<file path="src/rtl/vending_fsm_multi.sv">
// vending_fsm_multi: coin credit, drink vend and change controller (coins/keypad in; total_coin, avail_mask, vend_*, change_*, coin_reject, sel_error, busy out)
module vending_fsm_multi #(
  parameter int NUM_DRINKS = 4,
  parameter int CREDIT_W = 8,
  parameter int MAX_CREDIT = 200,
  parameter logic [NUM_DRINKS*CREDIT_W-1:0] PRICES = {8'd40, 8'd30, 8'd25, 8'd15},
  localparam int SW = $clog2(NUM_DRINKS)
) (
  input  logic                  clk,
  input  logic                  reset,
  input  logic                  coin_valid,
  input  logic [7:0]            coin_value,
  input  logic                  sel_valid,
  input  logic [SW-1:0]         drink_sel,
  input  logic                  cancel,
  output logic [CREDIT_W-1:0]   total_coin,
  output logic [NUM_DRINKS-1:0] avail_mask,
  output logic                  coin_reject,
  output logic                  sel_error,
  output logic                  vend_valid,
  output logic [SW-1:0]         vend_drink,
  output logic                  change_valid,
  output logic [7:0]            change_coin,
  output logic                  busy
);
  typedef enum logic [1:0] {COLLECT, VEND, CHANGE} state_t;
  state_t state, state_n;
  logic [CREDIT_W-1:0] total_n, price;
  logic [CREDIT_W:0] sum;
  logic [7:0] den, change_coin_n;
  logic [SW-1:0] idx, vend_drink_n;
  logic sel_ok, coin_ok, coin_reject_n, sel_error_n, vend_valid_n, change_valid_n;
  assign sel_ok = 32'(drink_sel) < NUM_DRINKS;
  assign idx = sel_ok ? drink_sel : '0;
  assign price = PRICES[32'(idx)*CREDIT_W +: CREDIT_W];
  assign sum = {1'b0, total_coin} + (CREDIT_W+1)'(coin_value);
  assign coin_ok = coin_value inside {8'd1, 8'd5, 8'd10, 8'd50} && sum <= (CREDIT_W+1)'(MAX_CREDIT);
  assign den = total_coin >= CREDIT_W'(50) ? 8'd50 : total_coin >= CREDIT_W'(10) ? 8'd10 :
               total_coin >= CREDIT_W'(5) ? 8'd5 : 8'd1;
  assign busy = state != COLLECT;
  for (genvar i = 0; i < NUM_DRINKS; i++)
    assign avail_mask[i] = state == COLLECT && PRICES[i*CREDIT_W +: CREDIT_W] <= total_coin;
  always_comb begin
    state_n = state;
    total_n = total_coin;
    coin_reject_n = 1'b0;
    sel_error_n = 1'b0;
    vend_valid_n = 1'b0;
    vend_drink_n = '0;
    change_valid_n = 1'b0;
    change_coin_n = '0;
    case (state)
      COLLECT:
        if (cancel) begin
          coin_reject_n = coin_valid;
          state_n = total_coin != '0 ? CHANGE : COLLECT;
        end else if (sel_valid) begin
          coin_reject_n = coin_valid;
          if (sel_ok && price <= total_coin) begin
            state_n = VEND;
            vend_valid_n = 1'b1;
            vend_drink_n = drink_sel;
            total_n = total_coin - price;
          end else sel_error_n = 1'b1;
        end else if (coin_valid) begin
          coin_reject_n = !coin_ok;
          total_n = coin_ok ? sum[CREDIT_W-1:0] : total_coin;
        end
      VEND: begin
        coin_reject_n = coin_valid;
        state_n = total_coin != '0 ? CHANGE : COLLECT;
      end
      CHANGE: begin
        coin_reject_n = coin_valid;
        state_n = total_coin == '0 ? COLLECT : CHANGE;
        change_valid_n = total_coin != '0;
        change_coin_n = total_coin != '0 ? den : 8'd0;
        total_n = total_coin != '0 ? total_coin - CREDIT_W'(den) : total_coin;
      end
      default: state_n = COLLECT;
    endcase
  end
  always_ff @(posedge clk) begin
    if (reset) begin
      state <= COLLECT;
      total_coin <= '0;
      coin_reject <= 1'b0;
      sel_error <= 1'b0;
      vend_valid <= 1'b0;
      vend_drink <= '0;
      change_valid <= 1'b0;
      change_coin <= '0;
    end else begin
      state <= state_n;
      total_coin <= total_n;
      coin_reject <= coin_reject_n;
      sel_error <= sel_error_n;
      vend_valid <= vend_valid_n;
      vend_drink <= vend_drink_n;
      change_valid <= change_valid_n;
      change_coin <= change_coin_n;
    end
  end
endmodule

</file>
<file path="config.mk">
export PLATFORM = sky130hd
export DESIGN_NAME = vending_fsm_multi
export DESIGN_NICKNAME = d
export VERILOG_FILES = /design/src/rtl/vending_fsm_multi.sv
export SDC_FILE = /design/constraint.sdc
export NUM_CORES = 1
export LEC_CHECK = 0
export ABC_AREA = 1
export CAP_MARGIN = 20
export CORE_MARGIN = 4
export CORE_UTILIZATION = 57
export CTS_CLUSTER_DIAMETER = 100
export DETAILED_ROUTE_END_ITERATION = 10
export GPL_TIMING_DRIVEN = 0
export PLACE_DENSITY = 0.84
export SYNTH_ARGS = -nofsm -noshare
export SYNTH_HDL_FRONTEND = slang
export SYNTH_SLANG_ARGS = --single-unit
export TNS_END_PERCENT = 20
</file>
<file path="constraint.sdc">
create_clock -name clk -period 7.35 [get_ports clk]
set_input_delay 1.47 -clock clk [delete_from_list [all_inputs] [get_ports clk]]
set_output_delay 1.47 -clock clk [all_outputs]
set_load 0.1 [all_outputs]
</file>
### Word-level counts from Yosys, hierarchy flattened

Index checks and enable logic that the tools add are counted.

* flip-flop bits (word level): 24
* word-level logic and storage cells: 80

* order comparisons: 9
* bitwise operators: 5
* reduce and logical (&&, ||, !) cells: 19
* add/subtract/negate cells: 3
* equality and inequality tests: 13
* shifts and indexed selects: 1
* muxes and demuxes: 22

Operator list (number)
* 8-bit two-way mux: 6
* 32-bit by 6-bit indexed part select with 8-bit output, first input constant: 1
* 5-bit by 8-bit less-or-equal comparator with 1-bit output, first input constant: 2
* 8-bit case mux with 2 select lines: 1
* 2-bit two-way mux: 5
* 8-bit by 8-bit adder with 9-bit output: 1
* 9-bit by 8-bit less-or-equal comparator with 1-bit output, second input constant: 1
* 3-bit != test, second input constant: 3
* 8-bit by 1-bit equality test with 1-bit output, second input constant: 1
* 8-bit by 3-bit equality test with 1-bit output, second input constant: 1
* 8-bit by 4-bit equality test with 1-bit output, second input constant: 1
* 8-bit by 6-bit equality test with 1-bit output, second input constant: 1
* 8-bit by 3-bit >= comparator with 1-bit output, second input constant: 1
* 8-bit by 4-bit >= comparator with 1-bit output, second input constant: 1
* 8-bit by 6-bit >= comparator with 1-bit output, second input constant: 1
* 4-bit by 8-bit less-or-equal comparator with 1-bit output, first input constant: 1
* 6-bit by 8-bit less-or-equal comparator with 1-bit output, first input constant: 1
* 8-bit less-or-equal comparator: 1
* 8-bit logical NOT: 1
* 8-bit nonzero test: 1
* 8-bit by 6-bit subtractor with 8-bit output: 1
* 8-bit subtractor: 1
* 6-bit two-way mux: 1
* 3-bit by 2-bit != test with 1-bit output, second input constant: 2
* 20 further kinds: 35

### Depth between registers and ports, before layout

Gate-level depths: netlist of the first run.

* depth after elaboration: 8
* depth in mapped cells: 17

### Worst setup path before layout of the first run

Ideal clock, no wire load.

* kind: flip-flop to output port
* from: register state[0]
* to: output avail_mask[1]
* stages on the path, launching flop included: 5
* setup slack: 1.988 ns
* arrival time: 3.892 ns
* cell sequence: dfxtp_1 > inv_1 > ha_1 > clkinv_1 > a211oi_1

* longest elaborated chain between the ends: 2

Ends and longest elaborated chain
* start, declared: line 27 `state_t state, state_n;`
* start signal, assigned: line 94 `state <= state_n;`
* 2-bit logical NOT: line 42 `assign avail_mask[i] = state == COLLECT && PRICES[i*CREDIT_W +: CREDIT_W] <= total_coin;`
* 1-bit logical AND: line 42
* end, declared: line 17 `output logic [NUM_DRINKS-1:0] avail_mask,`

No other way between the ends.

### Worst setup path after layout of the first run

* from: register total_coin[1]
* to: output avail_mask[2]

* longest elaborated chain between the ends: 2

Ends and longest elaborated chain
* start, declared: line 16 `output logic [CREDIT_W-1:0] total_coin,`
* start signal, assigned: line 95 `total_coin <= total_n;`
* 5-bit by 8-bit less-or-equal comparator with 1-bit output: line 42
* 1-bit logical AND: line 42

No other way between the ends.

==> impl_metrics.env, run 1 <==
export IMPL_drtIter0Drc=260
export IMPL_startpoint_type="flop"
export IMPL_hold_path_class="flop to flop"
export IMPL_syn_area_um2=2190
export IMPL_postRouteAntennaNets=0
export IMPL_die_y_um=69.9
export IMPL_fin_nets=432
export IMPL_initial_core_util_pct=59.3
export IMPL_cts_root_buf="clkbuf_8"
export IMPL_synth_distinct_cells=40
export IMPL_end_kind="output port"
export IMPL_gp_congestion=0.912
export IMPL_critical_path_class="flop to output port"
export IMPL_cts_tree="done"
export IMPL_postCtsResizedCells=0
export IMPL_fill_cells=326
export IMPL_die_w_um=69.9
export IMPL_clkSlewWorstSetupHoldPaths_ps=90
export IMPL_grt_pass1_wl_mm=10.1
export IMPL_globalRoute_totalOverflow=0
export IMPL_clock_latency_ps=260
export IMPL_htreeDepth=1
export IMPL_grt_use_total_pct=24.7
export IMPL_fin_crit_ps=4220
export IMPL_row_count=22
export IMPL_final_cell_mix="nand2_1, inv_1, clkdlybuf4s50_1, nor2_1"
export IMPL_dp_cells=433
export IMPL_antennaDiodeCount=0
export IMPL_outcome="finished, final reports clean"
export IMPL_synth_cells=345
export IMPL_synth_seq_cells=21
export IMPL_cts_sinks=21
export IMPL_via_per_inst=5.39
export IMPL_mostFrequentLayoutCell="nand2_1"
export IMPL_hold_viol_final=0
export IMPL_finalSetupTns_ps=0
export IMPL_fin_skew_ps=1.24
export IMPL_clk_path_buf_depth=2
export IMPL_die_area_um2=4890
export IMPL_grt_max_degree=13
export IMPL_rsz0062_at_grt="no"
export IMPL_wl_mm=5.77
export IMPL_ys_seq_area_share_pct=19.2
export IMPL_wl_per_cell_um=13.2
export IMPL_fmax_ghz=0.237
export IMPL_numCtsBuffers=3
export IMPL_post_synth_cell_area_avg_um2=6.34
export IMPL_drv_cap=0
export IMPL_first_global_vias=2321
export IMPL_worstPathArrival_ps=2750
export IMPL_area_growth_pct=22.9
export IMPL_io_buffers=39
export IMPL_dr_total_vias=2356
export IMPL_coreArea_um2=3690
export IMPL_final_setup_viol_count=0
export IMPL_antenna_found_initial=0
export IMPL_dr_pass1_iters=5
export IMPL_required_ps=5880
export IMPL_worstMarginPinSlew_ps=976
export IMPL_ctsHoldBuffers=0
export IMPL_fin_crit_sh_pct=57.4
export IMPL_io_pins=42
export IMPL_yosys_warnings=0
export IMPL_cts_setup_buffers=0
export IMPL_max_slew_margin_pct=34.7
export IMPL_drc_errors=0
export IMPL_drive_above_1_share_pct=6.68
export IMPL_crit_fanout=11
export IMPL_stdcell_count=437
export IMPL_drv_slew=0
export IMPL_hpwl_mm=4.61
## path summary, 6_finish.rpt
path                                    start       endpoint  slack (ps)  cells after the start
worst max-delay path            total_coin[1]  avail_mask[2]        3130                      5
worst min-delay path                 state[1]       state[1]         540                      2
worst max register to register  total_coin[3]  total_coin[5]        4410                     15
worst min register to register       state[1]       state[1]         540                      2
## area by class of cell
type                            count  area, um2  area share, %
Clock inverter                      1       5.00          0.186
Buffer                              9       61.3           2.28
Tap cell                           48       60.1           2.24
Sequential cell                    21        420           15.6
Clock buffer                        3       41.3           1.54
Inverter                           46        173           6.43
Timing Repair Buffer               39        390           14.5
Multi-Input combinational cell    270       1540           57.1
## Yosys cell counts
| master | count | area (um2) |
|---|---|---|
| o21a_1 | 2 | 15.0 |
| buf_6 | 2 | 22.5 |
| a21boi_0 | 1 | 7.51 |
| o21bai_1 | 2 | 15.0 |
| nand4_1 | 5 | 31.3 |
| xor2_2 | 1 | 16.3 |
| dfxtp_1 | 21 | 420 |
| nand2_1 | 89 | 334 |
| a211oi_1 | 1 | 7.51 |
| nor4_1 | 2 | 12.5 |
| fa_1 | 3 | 60.1 |
| inv_2 | 1 | 3.75 |
| xor2_1 | 2 | 17.5 |
| xnor2_1 | 1 | 8.76 |
| nor2_1 | 36 | 135 |
| nand3_2 | 3 | 30.0 |
| a31oi_1 | 2 | 12.5 |
| nand2_2 | 3 | 18.8 |
| o21ai_1 | 3 | 15.0 |
| a21oi_1 | 24 | 120 |
| or2_1 | 1 | 6.26 |
| o22ai_1 | 2 | 12.5 |
| or2_2 | 1 | 6.26 |
| clkinv_1 | 3 | 11.3 |
| nor2_4 | 1 | 11.3 |
| a221oi_1 | 1 | 8.76 |
| ha_1 | 24 | 300 |
| nand3b_1 | 5 | 37.5 |
| nor3_1 | 7 | 35.0 |
| nand3_1 | 24 | 120 |
| buf_4 | 3 | 22.5 |
| inv_1 | 42 | 158 |
| o21ai_0 | 13 | 65.1 |
| clkbuf_1 | 3 | 11.3 |
| a21oi_2 | 1 | 8.76 |
| conb_1 | 1 | 3.75 |
| nor2_2 | 4 | 25.0 |
| o211ai_1 | 3 | 22.5 |
| nand2_4 | 1 | 11.3 |
| buf_2 | 1 | 5.00 |
## flip-flops by register name, summed over array words and instances (netlist names)
signal        flops
total_coin        8
sel_error         1
coin_reject       1
change_coin       5
vend_drink        2
change_valid      1
state             2
vend_valid        1
## per-stage QoR
stage | instance area (um2) | setup slack, ps | utilization, % | hold WS [ps]
finish | 2690 | 3130 | 72.8 | 542
global route | 2690 | 2930 | 72.8 | 572
CTS | 2690 | 3150 | 72.8 | 542
detailed placement | 2640 | 3290 | 71.6 | 529
global placement | 2640 | 3330 | 71.6 | 527
floorplan | 2190 | 1990 | - | 492
## cell families (layout without fill, tap and decap cells)
| kind of cell | count (synthesis) | in the layout | synth area share [%] |
|---|---|---|---|
| adders and majority gates | 27 | 27 | 16.5 |
| AOI/OAI and AO/OA | 55 | 55 | 14.2 |
| xor gates and xnor gates | 4 | 4 | 1.95 |
| other | 1 | 2 | 0.172 |
| buffers and inverters | 55 | 98 | 10.7 |
| and+or+nand+nor | 182 | 182 | 37.3 |
| DFF | 21 | 21 | 19.2 |
## worst max-delay path: stages (launching register included)
cell	delay, ps
dfxtp_1	630
inv_1	160
nor4_1	270
nand3_1	100
a21oi_1	170
clkdlybuf4s50_1	1150
## routing by layer
metal  part of all wire, %  GRT usage, %
met3                   7.5          3.60
met2                    46          39.9
met5                     0             0
met4                   1.9          8.51
met1                    45          33.5
Power of run 1 is not shown: default switching activity piles up to over one toggle a cycle in this logic, so the estimate is an artifact.
==> inputs of run 2 (changes only) <==
CORE_UTILIZATION = 53   (was 57)
PLACE_DENSITY = 0.78   (was 0.84)
clock period = 4 ns   (was 7.35 ns; I/O delays follow)
==> run 2 against run 1 <==
  * Critical path depth is the same
  * Utilization shrank 5.5 points
  * Critical path type unchanged
  * Die area grew 6.7%
  * Sequential cell count is the same
  * Sequential share of layout area is essentially flat
  * Via count is essentially flat
  * Clock-buffer cell count is the same
  * Cell count grew 0.46%
==> impl_metrics.env, run 2 (synthesis gave the netlist of run 1 again) <==
export IMPL_postCtsResizedCells=0
export IMPL_clk_path_buf_depth=2
export IMPL_max_slew_margin_pct=34.2
export IMPL_crit_fanout=10
export IMPL_die_y_um=72.2
export IMPL_critical_path_class="flop to output port"
export IMPL_die_area_um2=5220
export IMPL_gp_congestion=0.891
export IMPL_worstPathArrival_ps=2680
export IMPL_antennaDiodeCount=0
export IMPL_hold_path_class="flop to flop"
export IMPL_io_buffers=39
export IMPL_cpPeakStageDelay_ps=1150
export IMPL_drtIter0Drc=149
export IMPL_cts_tree="done"
export IMPL_final_setup_viol_count=0
export IMPL_fill_cells=383
export IMPL_first_global_vias=2199
export IMPL_initial_core_util_pct=54.6
export IMPL_regMostFlops="total_coin"
export IMPL_ff_latch_area_um2=420
export IMPL_wl_per_cell_um=12.9
export IMPL_numCtsBuffers=3
export IMPL_wl_mm=5.67
export IMPL_cp_cell_sequence="buf_2 -> nand4_1 -> o21a_1 -> a21oi_1 -> clkdlybuf4s50_1"
export IMPL_dp_cells=435
export IMPL_cts_sinks=21
export IMPL_multi_input_area_um2=1540
export IMPL_worstMarginPinSlew_ps=984
export IMPL_dpl_worst_slack_ps=660
export IMPL_drive_above_1_share_pct=6.94
export IMPL_dr_total_vias=2355
export IMPL_fin_skew_ps=5.92
export IMPL_fin_crit_sh_pct=87.0
export IMPL_grt_pass1_wl_mm=9.58
export IMPL_antenna_found_initial=0
export IMPL_startpoint_type="flop"
export IMPL_postRouteAntennaNets=0
export IMPL_drv_cap=0
export IMPL_finalSetupTns_ps=0
export IMPL_cts_setup_buffers=0
export IMPL_outcome="finished, final reports clean"
export IMPL_mostFrequentLayoutCell="nand2_1"
export IMPL_hold_viol_final=0
export IMPL_crit_slowest_cell="clkdlybuf4s50_1"
export IMPL_cts_root_buf="clkbuf_8"
export IMPL_globalRoute_totalOverflow=0
export IMPL_drv_slew=0
export IMPL_hpwl_mm=4.60
export IMPL_clkSlewWorstSetupHoldPaths_ps=90
export IMPL_htreeDepth=1
export IMPL_fin_crit_ps=3480
export IMPL_rsz0062_at_grt="no"
export IMPL_via_per_inst=5.36
export IMPL_largest_register_ff_count=8
export IMPL_end_kind="output port"
export IMPL_final_cell_mix="nand2_1, inv_1, clkdlybuf4s50_1, nor2_1"
export IMPL_drc_errors=0
export IMPL_grt_use_total_pct=22.8
export IMPL_stdcell_count=439
export IMPL_dr_pass1_iters=4
export IMPL_ctsHoldBuffers=0
export IMPL_clock_latency_ps=270
export IMPL_coreArea_um2=4000
export IMPL_row_count=23
export IMPL_io_pins=42
export IMPL_fin_worst_hold_slack_ps=561
export IMPL_reg_top3="total_coin x8, change_coin x5"
export IMPL_area_growth_pct=23.2
export IMPL_grt_max_degree=13
export IMPL_fin_ws_ps=519
export IMPL_required_ps=3200
export IMPL_fmax_ghz=0.287
export IMPL_fin_nets=432
export IMPL_die_w_um=72.2
[run 2: metrics by stage]
| stage | util [%] | area, um2 |
|---|---|---|
| global placement | 66.2 | 2650 |
| detailed placement | 66.2 | 2650 |
| CTS | 67.3 | 2690 |
| floorplan | - | 2190 |
| global route | 67.3 | 2690 |
| finish | 67.3 | 2690 |
[run 2: area by class of cell]
type | instances | area share (%)
multi-input cells | 270 | 57.2
clock inverters | 1 | 0.186
flip-flops and latches | 21 | 15.6
clock buffers | 3 | 1.53
well taps | 50 | 2.32
plain buffers | 9 | 2.28
repair buffers | 39 | 14.5
inverters | 46 | 6.41
[run 2: critical path, delay by kind of cell, from the launching register on]
family / cells / cell delay [ps]
buffers and inverters: 2 / 1440
flip-flops: 1 / 500
AO/OA/AOI/OAI: 2 / 340
AND/OR/NAND/NOR: 1 / 140
[run 2: path summary, 6_finish.rpt]
check                 from            end  slack [ps]  cells past startpoint
max reg2reg  total_coin[3]  total_coin[5]        1030                     15
min reg2reg       state[1]       state[1]         560                      2
min               state[1]       state[1]         560                      2
max          total_coin[3]  avail_mask[2]         520                      5
[run 2: metal layers]
metal / wire [um] / vias up / global-route usage [%]
li1: - / 1212 / -
met1: 2550 / 1043 / 31.3
met2: 2570 / 92 / 37.1
met3: 486 / 8 / 3.46
met4: 54 / 0 / 5.85
met5: 0 / - / 0
Power of run 2 is left out for the same reason.
